## config.mk

```make
export PLATFORM = sky130hd
export DESIGN_NAME = pipe_stage_skid_flat
export DESIGN_NICKNAME = d
export VERILOG_FILES = /design/src/rtl/pipe_stage_skid_pkg.sv /design/src/rtl/pipe_stage_skid_if.sv /design/src/rtl/pipe_stage_skid_sat_counter.sv /design/src/rtl/pipe_stage_skid.sv /design/src/flat_wrapper.sv
export SDC_FILE = /design/constraint.sdc
export NUM_CORES = 1
export LEC_CHECK = 0
export ABC_AREA = 1
export CAP_MARGIN = 10
export CELL_PAD_IN_SITES_DETAIL_PLACEMENT = 0
export CELL_PAD_IN_SITES_GLOBAL_PLACEMENT = 1
export CORE_MARGIN = 1.5
export CORE_UTILIZATION = 30
export CTS_BUF_LIST = sky130_fd_sc_hd__clkbuf_8
export CTS_CLUSTER_DIAMETER = 60
export DETAILED_ROUTE_END_ITERATION = 12
export HOLD_SLACK_MARGIN = 0.1
export PLACE_DENSITY_LB_ADDON = 0.1
export RECOVER_POWER = 25
export SLEW_MARGIN = 30
export SYNTH_ARGS = -nofsm -noshare
export SYNTH_HDL_FRONTEND = slang
export SYNTH_SLANG_ARGS = --single-unit
```

## constraint.sdc

```tcl
create_clock -name clock -period 1.5 [get_ports clock]
set_input_delay 0.3 -clock clock [delete_from_list [all_inputs] [get_ports clock]]
set_output_delay 0.3 -clock clock [all_outputs]
set_load 0.02 [all_outputs]
```

## src/rtl/pipe_stage_skid_pkg.sv

```systemverilog
// Shared definitions for pipeline inter-stage registers.
//  - st_e: occupancy state, encoded as {m_valid, s_valid}
//  - CTRL_*: bit positions inside the control bundle, common to every stage
package pipe_stage_skid_pkg;

    // Encoding doubles as {main valid, skid valid}; 2'b01 is unreachable.
    typedef enum logic [1:0] {
        ST_EMPTY = 2'b00,
        ST_ONE   = 2'b10,
        ST_FULL  = 2'b11
    } st_e;

    localparam int unsigned CTRL_BRANCH   = 0;
    localparam int unsigned CTRL_MEMREAD  = 1;
    localparam int unsigned CTRL_MEMTOREG = 2;
    localparam int unsigned CTRL_ALUOP_LO = 3;
    localparam int unsigned CTRL_ALUOP_HI = 4;
    localparam int unsigned CTRL_MEMWRITE = 5;
    localparam int unsigned CTRL_ALUSRC   = 6;
    localparam int unsigned CTRL_REGWRITE = 7;
    localparam int unsigned CTRL_UNCOND   = 8;
    localparam int unsigned CTRL_BRREG    = 9;
    localparam int unsigned CTRL_NZ       = 10;
    localparam int unsigned CTRL_WREG_LO  = 11;
    localparam int unsigned CTRL_WREG_HI  = 15;

    localparam int unsigned CTRL_W_MIN    = CTRL_WREG_HI + 1;

endpackage

```

## src/rtl/pipe_stage_skid_if.sv

```systemverilog
// Valid/ready handshake carrying a payload and a control bundle.
//  valid, data, ctrl : driven by master
//  ready             : driven by slave
interface pipe_stage_skid_if #(
    parameter int unsigned DATA_W = 64,
    parameter int unsigned CTRL_W = 16
);
    logic              valid;
    logic              ready;
    logic [DATA_W-1:0] data;
    logic [CTRL_W-1:0] ctrl;

    modport master (output valid, output data, output ctrl, input  ready);
    modport slave  (input  valid, input  data, input  ctrl, output ready);
endinterface

```

## src/rtl/pipe_stage_skid_sat_counter.sv

```systemverilog
// Saturating up-counter with synchronous active-high reset.
//  clock, reset : clocking
//  inc          : count this cycle
//  count        : current value, sticks at all-ones
module pipe_stage_skid_sat_counter #(
    parameter int unsigned WIDTH = 32
) (
    input  logic             clock,
    input  logic             reset,
    input  logic             inc,
    output logic [WIDTH-1:0] count
);
    localparam logic [WIDTH-1:0] CNT_MAX = '1;

    always_ff @(posedge clock) begin
        if (reset) begin
            count <= '0;
        end else if (inc && (count != CNT_MAX)) begin
            count <= count + WIDTH'(1);
        end
    end
endmodule

```

## src/rtl/pipe_stage_skid.sv

```systemverilog
// Inter-stage pipeline register with a two-entry skid buffer.
//  clock, reset : rising edge, synchronous active-high reset
//  flush        : drop all held and incoming entries
//  up           : upstream handshake (ready is registered)
//  dn           : downstream handshake (ctrl is zero whenever valid is low)
//  stall_cnt    : saturating count of cycles with dn.valid && !dn.ready
module pipe_stage_skid
    import pipe_stage_skid_pkg::*;
#(
    parameter int unsigned DATA_W      = 64,
    parameter int unsigned CTRL_W      = 16,
    parameter int unsigned STALL_CNT_W = 32
) (
    input  logic                   clock,
    input  logic                   reset,
    input  logic                   flush,
    pipe_stage_skid_if.slave       up,
    pipe_stage_skid_if.master      dn,
    output logic [STALL_CNT_W-1:0] stall_cnt
);
    st_e               state_q, state_d;
    logic [DATA_W-1:0] m_data_q, m_data_d;
    logic [CTRL_W-1:0] m_ctrl_q, m_ctrl_d;
    logic [DATA_W-1:0] s_data_q, s_data_d;
    logic [CTRL_W-1:0] s_ctrl_q, s_ctrl_d;

    logic m_valid;
    logic s_valid;
    logic accept;
    logic drain;

    // Valid bits come straight out of the state encoding.
    assign m_valid = state_q[1];
    assign s_valid = state_q[0];

    assign accept = up.valid && !s_valid;
    assign drain  = m_valid && dn.ready;

    // State and storage registers.
    always_ff @(posedge clock) begin
        if (reset) begin
            state_q  <= ST_EMPTY;
            m_data_q <= '0;
            m_ctrl_q <= '0;
            s_data_q <= '0;
            s_ctrl_q <= '0;
        end else begin
            state_q  <= state_d;
            m_data_q <= m_data_d;
            m_ctrl_q <= m_ctrl_d;
            s_data_q <= s_data_d;
            s_ctrl_q <= s_ctrl_d;
        end
    end

    // Next state and storage updates. m_ctrl is zeroed whenever the main
    // entry goes invalid so the downstream control bundle reads as a NOP
    // straight from a register.
    always_comb begin
        state_d  = state_q;
        m_data_d = m_data_q;
        m_ctrl_d = m_ctrl_q;
        s_data_d = s_data_q;
        s_ctrl_d = s_ctrl_q;

        if (flush) begin
            state_d  = ST_EMPTY;
            m_ctrl_d = '0;
        end else begin
            unique case (state_q)
                ST_EMPTY: begin
                    if (accept) begin
                        state_d  = ST_ONE;
                        m_data_d = up.data;
                        m_ctrl_d = up.ctrl;
                    end
                end
                ST_ONE: begin
                    if (accept && drain) begin
                        m_data_d = up.data;
                        m_ctrl_d = up.ctrl;
                    end else if (accept) begin
                        state_d  = ST_FULL;
                        s_data_d = up.data;
                        s_ctrl_d = up.ctrl;
                    end else if (drain) begin
                        state_d  = ST_EMPTY;
                        m_ctrl_d = '0;
                    end
                end
                ST_FULL: begin
                    if (drain) begin
                        state_d  = ST_ONE;
                        m_data_d = s_data_q;
                        m_ctrl_d = s_ctrl_q;
                    end
                end
                default: begin
                    state_d  = ST_EMPTY;
                    m_ctrl_d = '0;
                end
            endcase
        end
    end

    assign up.ready = !s_valid;
    assign dn.valid = m_valid;
    assign dn.data  = m_data_q;
    assign dn.ctrl  = m_ctrl_q;

    // Performance monitor: cycles the head entry waits on downstream.
    pipe_stage_skid_sat_counter #(
        .WIDTH (STALL_CNT_W)
    ) u_stall_cnt (
        .clock (clock),
        .reset (reset),
        .inc   (m_valid && !dn.ready),
        .count (stall_cnt)
    );
endmodule

```

## src/flat_wrapper.sv

```systemverilog
// flat-port wrapper written by rule: the top's interface ports become plain ports
module pipe_stage_skid_flat import pipe_stage_skid_pkg::*;
#(
    parameter int unsigned DATA_W      = 64,
    parameter int unsigned CTRL_W      = 16,
    parameter int unsigned STALL_CNT_W = 32
)
  (clock, reset, flush, stall_cnt, up_valid, up_data, up_ctrl, up_ready, dn_valid, dn_data, dn_ctrl, dn_ready);
  pipe_stage_skid_if #(.DATA_W(DATA_W), .CTRL_W(CTRL_W)) up_i ();
  pipe_stage_skid_if #(.DATA_W(DATA_W), .CTRL_W(CTRL_W)) dn_i ();
  input  logic clock;
  input  logic reset;
  input  logic flush;
  output logic [STALL_CNT_W-1:0] stall_cnt;
  input wire logic [$bits(up_i.valid)-1:0] up_valid;
  input wire logic [$bits(up_i.data)-1:0] up_data;
  input wire logic [$bits(up_i.ctrl)-1:0] up_ctrl;
  output wire logic [$bits(up_i.ready)-1:0] up_ready;
  output wire logic [$bits(dn_i.valid)-1:0] dn_valid;
  output wire logic [$bits(dn_i.data)-1:0] dn_data;
  output wire logic [$bits(dn_i.ctrl)-1:0] dn_ctrl;
  input wire logic [$bits(dn_i.ready)-1:0] dn_ready;
  assign up_i.valid = up_valid;
  assign up_i.data = up_data;
  assign up_i.ctrl = up_ctrl;
  assign up_ready = up_i.ready;
  assign dn_valid = dn_i.valid;
  assign dn_data = dn_i.data;
  assign dn_ctrl = dn_i.ctrl;
  assign dn_i.ready = dn_ready;
  pipe_stage_skid #(.DATA_W(DATA_W), .CTRL_W(CTRL_W), .STALL_CNT_W(STALL_CNT_W)) u_core (.clock(clock), .reset(reset), .flush(flush), .up(up_i), .dn(dn_i), .stall_cnt(stall_cnt));
endmodule
```

==> impl_metrics.csv, run 1 <==
group,metric,value,unit
cells_and_area,syn_to_final_growth,76.9,%
timing,report.final.slew_viol_count,0,
logic_synthesis,yosysSeqAreaShare,45.4,%
placement,dp.cells,1882,
detailed_routing,vias_per_cell,4.67,
global_routing,first_global_vias,8827,
placement,placed_area,12000,sq um
cells_and_area,layout.nets,1706,
logic_synthesis,syn_avg_cell_area,6.86,sq um
placement,io_buffers,198,
logic_synthesis,yosys_warnings,0,
critical_path,crit_path_cell_trace,"inv_6 -> ha_4 -> nand2_4 -> nor3_4 -> buf_6 -> buf_12 -> buf_16 -> buf_12 -> o21ai_2 -> a21oi_1",
global_routing,grt_max_degree,58,
placement,dp_hpwl,18200,microns
flow_run,cap_violations,0,
detailed_routing,antenna_left,0,
logic_synthesis,synth_enable_flop_cells,0,
logic_synthesis,ys_seq_elements,194,
power,vdd_drop_max,0.589,mV
power,cellPowerDensity,810,nW/um^2
placement,dp_slack,-650,ps
timing,hold_violations,0,
power,power,12.3,mW
floorplan,fp.dieH,172,microns
logic_synthesis,syn-cell-area,8550,sq um
timing,setup_slack,-204,ps
floorplan,initial_core_util,30.6,%
cells_and_area,fin_cells,2007,
logic_synthesis,synth_top_area_cell,"dfxtp_1",
floorplan,die-area,29500,sq um
cts,cts.sinks,194,
detailed_routing,routed_wl,31600,microns
floorplan,io-pin-count,199,
timing,worst_pin_slew,365,ps
critical_path,worstPathRequired,1910,ps
critical_path,worstPathMaxFanout,8,
global_routing,grt_pass1_wl,46600,microns
cts,cts_hold_buf,0,
detailed_routing,routedWlPerCell,15.8,microns
cts,cts_max_path_buffers,2,
timing,relSlewSlack,75.7,%
critical_path,crit_path_end_kind,"flip-flop",
logic_synthesis,synth_cells,1247,
timing,final-setup-viol-count,195,
cts,htreeDepth,4,
timing,finalCritPeriodShare,114,%
cells_and_area,final_layout_size_suffix_gt1_share,42.6,%
cells_and_area,final_cell_area,15100,sq um
timing,tns,-21340,ps
critical_path,slowest_stage,"dfxtp_4",
detailed_routing,drcViolationCount,0,
detailed_routing,initialDrtViolationCount,428,
outcome,status,"finished, violations left",
timing,min_period,1700,ps
floorplan,die_x,172,microns
hold_path,hold_path_class,"primary input to flip-flop",
floorplan,core,27900,sq um
detailed_routing,vias,9366,
cts,clkTransAtPathRegs,120,ps
floorplan,core.rowCount,61,
global_routing,grt_usage,20.4,%
cells_and_area,nFillCells,2713,
cts,cts_root_buf,"clkbuf_8",
power,p_leak,6.26,nW
cts,insertion_delay,480,ps
timing,holdWs,378,ps
logic_synthesis,synth-main-ff-cell,"dfxtp_1",
cells_and_area,fin_util,54.2,%
global_routing,antenna_found_initial,1,
timing,rsz0062_at_grt,"true",
timing,skew,28.9,ps
timing,fmax,587,MHz
logic_synthesis,synthArstFlopShare,0,%
global_routing,overflow,0,
detailed_routing,first_pass_iters,5,
logic_synthesis,yosysTopAreaCellShare,45.4,%
critical_path,cpMostUsedCell,"buf_12",
cts,cts_buffers,17,
critical_path,start_kind,"flip-flop",
critical_path,critPathArrivalTime,2110,ps
logic_synthesis,syn_nets,1338,
placement,globalplace.congestion,0.789,
critical_path,crit_type,"flip-flop to flip-flop",
critical_path,worst_path_largest_cell_delay,380,ps
cts,cts_tree,"done",
logic_synthesis,synthDistinctLibCells,29,
outcome,violations,"negative setup slack",
logic_synthesis,synthTopCellsByArea,"dfxtp_1, o21ai_0, nand2_1",
-- flip-flops by register name, summed over array words and instances, names as in the netlist --
register,count
u_core.state_q,2
u_core.s_ctrl_q,16
u_core.u_stall_cnt.count,32
u_core.dn.data,64
u_core.dn.ctrl,16
u_core.s_data_q,64
-- placed cells by master, fill, tap and decap left out, types with 17 or more instances in the layout --
cell type        instances
inv_1                  114
clkdlybuf4s15_1         22
o21ai_0                 36
nand2_4                 31
buf_2                   29
clkbuf_8                17
a21oi_2                 68
nand2_1                174
buf_12                  35
buf_6                   46
buf_16                  18
nand2_2                 33
nor2_2                  30
clkdlybuf4s50_1         83
dfxtp_2                 20
dfxtp_1                169
a21oi_1                 44
clkbuf_1                18
nor2_1                 182
o21ai_1                 61
o21ai_2                123
buf_4                  108
clkbuf_2                28
-- timing repair --
item / in CTS / in global routing
pin swaps: 62 / 102
gates resized for setup: 624 / 379
buffers inserted: 47 / 26
cloned: 29 / 9
endpoints found under the setup margin: 303 / 269
-- synth_stat cells, types with 2 or more instances --
library cell  count
nand3_1          21
clkbuf_2          6
ha_1              6
nor2_1          218
and2_1            2
a211oi_1          2
nand2_1         233
buf_1             3
a21oi_1         115
inv_1           118
xnor2_1           2
xor2_1            5
clkbuf_1         35
nand4_1           6
dfxtp_1         194
nor2_4            2
buf_2            26
or2_2             2
nor3_1            3
o21ai_0         228
nor2_2            3
inv_2             3
nand2_2           7
buf_6             2
-- worst paths after layout --
path	to	from	cells past startpoint	slack (ps)
max	u_core.s_data_q[3]	u_core.state_q[0]	10	-200
min	u_core.s_ctrl_q[12]	up_ctrl[12]	3	380
max reg2reg	u_core.s_data_q[3]	u_core.state_q[0]	10	-200
min reg2reg	u_core.dn.ctrl[12]	u_core.dn.ctrl[12]	2	470
-- power by group --
part | internal, mW | total (mW) | switching (mW)
Combinational | 1.50 | 3.19 | 1.69
Clock | 1.24 | 3.42 | 2.18
Sequential | 5.45 | 5.65 | 0.197
Total | 8.19 | 12.3 | 4.07
-- worst max-delay path: cells and delay by family, from the launching register on --
kind / cells / cell delay [ps]
buf+inv: 5 / 610
flops: 1 / 380
simple gates: 2 / 290
compound gates: 2 / 190
fa+ha+maj: 1 / 160
-- kinds of logic (layout without fill, tap and decap cells) --
group | Yosys count | after routing | share of synthesized area (%)
adders and majority gates | 6 | 6 | 0.878
AOI/OAI and AO/OA | 345 | 345 | 20.2
xor gates and xnor gates | 7 | 7 | 0.717
buffers and inverters | 193 | 574 | 9.11
and+or+nand+nor | 502 | 502 | 23.7
other | 0 | 1 | 0
DFF | 194 | 194 | 45.4
-- layout make-up --
cell class / count / area (sq um) / share of cell area, %
clock inverter: 15 / 150 / 0.992
timing repair buffer: 420 / 4500 / 29.7
inverter: 121 / 490 / 3.24
timing repair inverter: 1 / 11.3 / 0.0744
sequential: 194 / 3930 / 26.0
tap: 378 / 473 / 3.13
clock buffer: 17 / 234 / 1.55
antenna: 1 / 2.50 / 0.0165
multi-input combinational: 860 / 5350 / 35.3
-- metal layers --
metal	share of wire (%)	up-vias	track usage, %
met5	0	-	0
met4	1.4	0	4.39
li1	-	4752	-
met3	4.6	30	4.01
met2	50	194	34.8
met1	44	4390	26.5
Note: power is estimated with default switching activity, not from simulation.
==> run 2, diff against run 1 <==
--- a/config.mk
+++ b/config.mk
@@ -16,7 +16,7 @@
 export DETAILED_ROUTE_END_ITERATION = 12
 export HOLD_SLACK_MARGIN = 0.1
 export PLACE_DENSITY_LB_ADDON = 0.1
-export RECOVER_POWER = 25
+export RECOVER_POWER = 50
 export SLEW_MARGIN = 30
 export SYNTH_ARGS = -nofsm -noshare
 export SYNTH_HDL_FRONTEND = slang
==> impl_metrics.csv, run 2 (synthesis gave the netlist of run 1 again) <==
group,metric,value,unit
floorplan,core.rowCount,61,
global_routing,grt_use_met1,26.5,%
detailed_routing,antenna_left,0,
global_routing,grt_pass1_wl,46600,microns
placement,dp_hpwl,18200,microns
detailed_routing,initialDrtViolationCount,424,
cts,htreeDepth,4,
cts,cts_tree,"done",
power,cellPowerDensity,811,nW/um^2
flow_run,cap_violations,0,
detailed_routing,first_pass_iters,5,
detailed_routing,vias_per_cell,4.67,
power,seq_power_share,46.1,%
power,p_leak,6.20,nW
timing,worst_pin_slew,366,ps
detailed_routing,routed_wl,31700,microns
global_routing,overflow,0,
critical_path,reg2reg_slack,-210,ps
cts,cts_buffers,17,
critical_path,start_kind,"flip-flop",
cts,cts_hold_buf,0,
critical_path,slowest_stage,"dfxtp_4",
floorplan,io-pin-count,199,
cts,cts.sinks,194,
detailed_routing,routedWlPerCell,15.8,microns
cells_and_area,layout.nets,1706,
cells_and_area,syn_to_final_growth,76.6,%
critical_path,r2r_start,"u_core.state_q[0]",
critical_path,crit_path_cell_trace,"inv_6 -> ha_4 -> nand2_4 -> nor3_4 -> buf_6 -> buf_12 -> buf_16 -> buf_12 -> o21ai_1 -> a21oi_1",
global_routing,grt_usage,20.4,%
critical_path,critPathLaunch,"u_core.state_q[0]",
timing,relSlewSlack,75.6,%
critical_path,worstPathRequired,1910,ps
critical_path,reg2reg_depth,10,
power,p_comb_share,26.0,%
global_routing,grtUsageMet2,34.8,%
cells_and_area,layout_commonest_cell,"nor2_1",
power,p_clk_share,27.9,%
placement,io_buffers,198,
floorplan,core,27900,sq um
timing,tns,-21380,ps
global_routing,first_global_vias,8827,
timing,skew,28.7,ps
global_routing,grt-busiest-layer,"met2",
global_routing,antenna_found_initial,1,
placement,globalplace.congestion,0.789,
cts,cts_max_path_buffers,2,
cts,clkTransAtPathRegs,120,ps
floorplan,initial_core_util,30.6,%
critical_path,crit_path_end,"u_core.s_data_q[51]",
detailed_routing,vias,9371,
critical_path,critical-path-top-delay-family,"buffers and inverters",
cells_and_area,final_layout_size_suffix_gt1_share,41.5,%
timing,min_period,1710,ps
global_routing,grt_max_degree,58,
timing,holdWs,378,ps
floorplan,fp.dieH,172,microns
outcome,status,"finished, violations left",
critical_path,crit_type,"flip-flop to flip-flop",
power,p_sw,4.08,mW
timing,finalCritPeriodShare,114,%
timing,report.final.slew_viol_count,0,
floorplan,die-area,29500,sq um
critical_path,worstPathMaxFanout,7,
critical_path,crit_cells,10,
cells_and_area,final_cell_mix,"nor2_1, nand2_1, dfxtp_1, o21ai_2, inv_1",
power,vdd_drop_max,0.590,mV
timing,setup_slack,-205,ps
timing,fmax,586,MHz
timing,hold_violations,0,
detailed_routing,drcViolationCount,0,
critical_path,crit_path_end_kind,"flip-flop",
critical_path,r2r-end,"u_core.s_data_q[51]",
critical_path,critPathArrivalTime,2110,ps
cts,insertion_delay,480,ps
global_routing,met3_usage,4.01,%
timing,final-setup-viol-count,195,
timing,rsz0062_at_grt,"true",
critical_path,worst_path_largest_cell_delay,380,ps
hold_path,hold_path_class,"primary input to flip-flop",
floorplan,die_x,172,microns
outcome,violations,"negative setup slack",
cts,cts_root_buf,"clkbuf_8",
power,sw_frac_of_total,33.2,%
critical_path,cpMostUsedCell,"buf_12",
critical_path,crit_buf_inv,5,
power,p_int,8.18,mW
-- run 2: cell count changes in the layout (fill, tap and decap cells not counted), sizes merged --
cell    delta
buf        -1
clkbuf     +1
-- run 2: cell type report --
cell class,instances,area [sq um]
fill,2714,12800
multi-input combinational,860,5350
timing repair buffer,420,4470
sequential,194,3930
inverter,121,490
tap,378,473
clock buffer,17,234
clock inverter,15,150
timing repair inverter,1,11.3
antenna,1,2.50
-- run 2: layer usage --
layer	vias to the layer above	wire length [microns]
met5	-	0
met4	0	444
met3	28	1340
met2	182	15700
met1	4409	14100
li1	4752	-
-- run 2: metrics by stage --
stage | cells | utilization, % | setup WS, ps | area (sq um) | total power, mW
2_1_floorplan | 1247 | - | -55.9 | 8730 | 6.91
3_3_place_gp | 1882 | 43.1 | -596 | 12000 | 8.03
3_5_place_dp | 1882 | 43.1 | -650 | 12000 | 8.05
4_1_cts | 1985 | 51.3 | -223 | 14300 | 12.2
5_1_grt | 2007 | 54.1 | -291 | 15100 | 12.9
6_report | 2007 | 54.1 | -205 | 15100 | 12.3
-- run 2: power groups by stage --
stage	Combinational [mW]	Sequential [mW]	Clock, mW
finish	3.18	5.65	3.43
detailed placement	2.30	5.75	0
floorplan	0.901	6.00	0
global route	3.43	5.69	3.76
CTS	2.99	5.64	3.57
global placement	2.28	5.75	0
-- run 2: worst min path at each step --
stage                                  from                  end  slack, ps  cells after the start
after detailed placement  u_core.dn.ctrl[3]    u_core.dn.ctrl[3]        460                      2
final                           up_ctrl[12]  u_core.s_ctrl_q[12]        380                      3
after global placement    u_core.dn.ctrl[1]    u_core.dn.ctrl[1]        450                      2
after floorplan                 up_data[10]  u_core.s_data_q[10]        440                      2
after global routing            up_ctrl[12]  u_core.s_ctrl_q[12]        350                      3
after CTS                       up_ctrl[12]  u_core.s_ctrl_q[12]        330                      3
-- run 2: timing repair --
item                       CTS  global route
setup buffers               47            26
pin swaps                   62           102
setup endpoints to repair  303           269
gates resized for setup    624           379
hold endpoints to repair     0             0
cloned                      29             9
-- run 2: tightest hold or removal path: cells and delay by family --
| kind | cells | cell delay, ps |
|---|---|---|
| buffers and inverters | 2 | 470 |
| AOI/OAI and AO/OA | 1 | 50 |
==> run 3, diff against run 2 <==
--- a/config.mk
+++ b/config.mk
@@ -17,6 +17,7 @@
 export HOLD_SLACK_MARGIN = 0.1
 export PLACE_DENSITY_LB_ADDON = 0.1
 export RECOVER_POWER = 50
+export SKIP_LAST_GASP = 1
 export SLEW_MARGIN = 30
 export SYNTH_ARGS = -nofsm -noshare
 export SYNTH_HDL_FRONTEND = slang
==> impl_metrics.csv, run 3 (synthesis gave the netlist of run 1 again) <==
group,metric,value,unit
floorplan,initial_core_util,30.6,%
critical_path,reg2reg_depth,10,
cells_and_area,final_cell_mix,"nor2_1, nand2_1, dfxtp_1, inv_1, buf_4",
timing,finalCritPeriodShare,114,%
detailed_routing,vias_per_cell,4.69,
global_routing,overflow,0,
critical_path,crit_path_end_kind,"flip-flop",
floorplan,io-pin-count,199,
critical_path,start_kind,"flip-flop",
floorplan,fp.dieH,172,microns
cts,cts_max_path_buffers,2,
detailed_routing,routed_wl,32000,microns
cts,htreeDepth,4,
floorplan,core.rowCount,61,
cts,insertion_delay,470,ps
critical_path,reg2reg_slack,-220,ps
critical_path,r2r-end,"u_core.s_data_q[47]",
cts,cts_hold_buf,0,
placement,io_buffers,198,
hold_path,holdCritStartpoint,"up_ctrl[12]",
global_routing,grt_max_degree,58,
hold_path,min_to,"u_core.s_ctrl_q[12]",
cts,clkTransAtPathRegs,120,ps
cts,cts_root_buf,"clkbuf_8",
cells_and_area,syn_to_final_growth,75.8,%
hold_path,hold_path_class,"primary input to flip-flop",
timing,holdWs,383,ps
critical_path,r2r_start,"u_core.state_q[0]",
timing,setup_slack,-217,ps
floorplan,die-area,29500,sq um
cells_and_area,seq_area,3930,sq um
outcome,violations,"negative setup slack",
detailed_routing,vias,9431,
detailed_routing,initialDrtViolationCount,466,
global_routing,grt_pass1_wl,46600,microns
detailed_routing,top_layer_used,"met4",
global_routing,antenna_found_initial,1,
outcome,status,"finished, violations left",
critical_path,crit_type,"flip-flop to flip-flop",
timing,report.final.slew_viol_count,0,
timing,worst_pin_slew,341,ps
flow_run,cap_violations,0,
hold_path,worstHoldPathCells,3,
cells_and_area,multiInputGateArea,5220,sq um
timing,fmax,582,MHz
cells_and_area,final_layout_size_suffix_gt1_share,40.0,%
detailed_routing,antenna_left,0,
detailed_routing,dr_wl_met3,1360,microns
detailed_routing,first_pass_iters,5,
global_routing,first_global_vias,8860,
cts,cts.sinks,194,
detailed_routing,routedWlPerCell,15.9,microns
detailed_routing,met2_length,15900,microns
timing,tns,-21760,ps
cts,cts_buffers,17,
timing,hold_violations,0,
floorplan,core,27900,sq um
timing,relSlewSlack,77.3,%
cts,cts_tree,"done",
detailed_routing,drcViolationCount,0,
placement,dp_hpwl,18200,microns
cells_and_area,fin_util,53.8,%
power,vdd_drop_max,0.589,mV
floorplan,die_x,172,microns
power,p_leak,6.16,nW
timing,final-setup-viol-count,195,
critical_path,worstPathRequired,1900,ps
cells_and_area,layout.nets,1709,
global_routing,grt_usage,20.4,%
cells_and_area,layout_commonest_cell,"nor2_1",
critical_path,critPathArrivalTime,2110,ps
timing,skew,29.2,ps
timing,min_period,1720,ps
detailed_routing,drt-met1-wl,14300,microns
critical_path,worstPathMaxFanout,7,
cells_and_area,nFillCells,2720,
power,cellPowerDensity,815,nW/um^2
timing,rsz0062_at_grt,"true",
placement,globalplace.congestion,0.789,
## run 3: through the flow
step           setup WS [ps]  power [mW]  instance area [sq um]  cells
3_5_place_dp            -650        8.05                  12000   1882
3_3_place_gp            -596        8.03                  12000   1882
5_1_grt                 -284        12.9                  15000   2010
6_report                -217        12.3                  15000   2010
4_1_cts                 -227        12.2                  14300   1985
2_1_floorplan          -55.9        6.91                   8730   1247
## run 3: area by class of cell
class                   instances  share of cell area [%]
well taps                     378                    3.15
multi-input cells             860                    34.7
clock inverters                15                   0.998
flip-flops and latches        194                    26.1
diodes                          1                  0.0166
inverters                     121                    3.23
clock buffers                  17                    1.56
repair buffers                424                    30.2
## run 3: power by group
group / total, mW / internal (mW) / switching [mW] / leakage [nW]
sequential: 5.65 / 5.45 / 0.192 / 1.59
clock: 3.42 / 1.24 / 2.18 / 0.198
combinational: 3.20 / 1.51 / 1.69 / 4.37
## run 3: critical path, cell delays in order (launching register included)
cell and delay, ps:
dfxtp_4 380, inv_6 80, ha_4 160, nand2_4 60
nor3_4 220, buf_6 150, buf_12 100, buf_16 140
buf_12 140, o21ai_2 60, a21oi_2 140
## run 3: what timing repair did
item	in CTS	in global routing
gates cloned	29	13
resized for setup	560	403
pin swaps	60	103
buffers inserted	47	30
endpoints found under the setup margin	303	269
endpoints found under the hold margin	0	0
## run 3: worst max-delay path by stage
stage               slack (ps)  depth (start not counted)                   startpoint                           to
finish                    -220                         10            u_core.state_q[0]          u_core.s_data_q[47]
global route              -280                         10            u_core.state_q[0]          u_core.s_data_q[61]
CTS                       -230                          3            u_core.state_q[0]                     up_ready
detailed placement        -650                         11                     dn_ready            u_core.dn.data[7]
global placement          -600                         11                     dn_ready            u_core.dn.data[3]
floorplan                  -60                         11  u_core.u_stall_cnt.count[1]  u_core.u_stall_cnt.count[4]
## run 3: layer usage
layer  track usage [%]  vias up
li1                  -     4769
met5                 0        -
met3              4.01       26
met4              4.42        0
met1              26.4     4436
met2              35.2      200
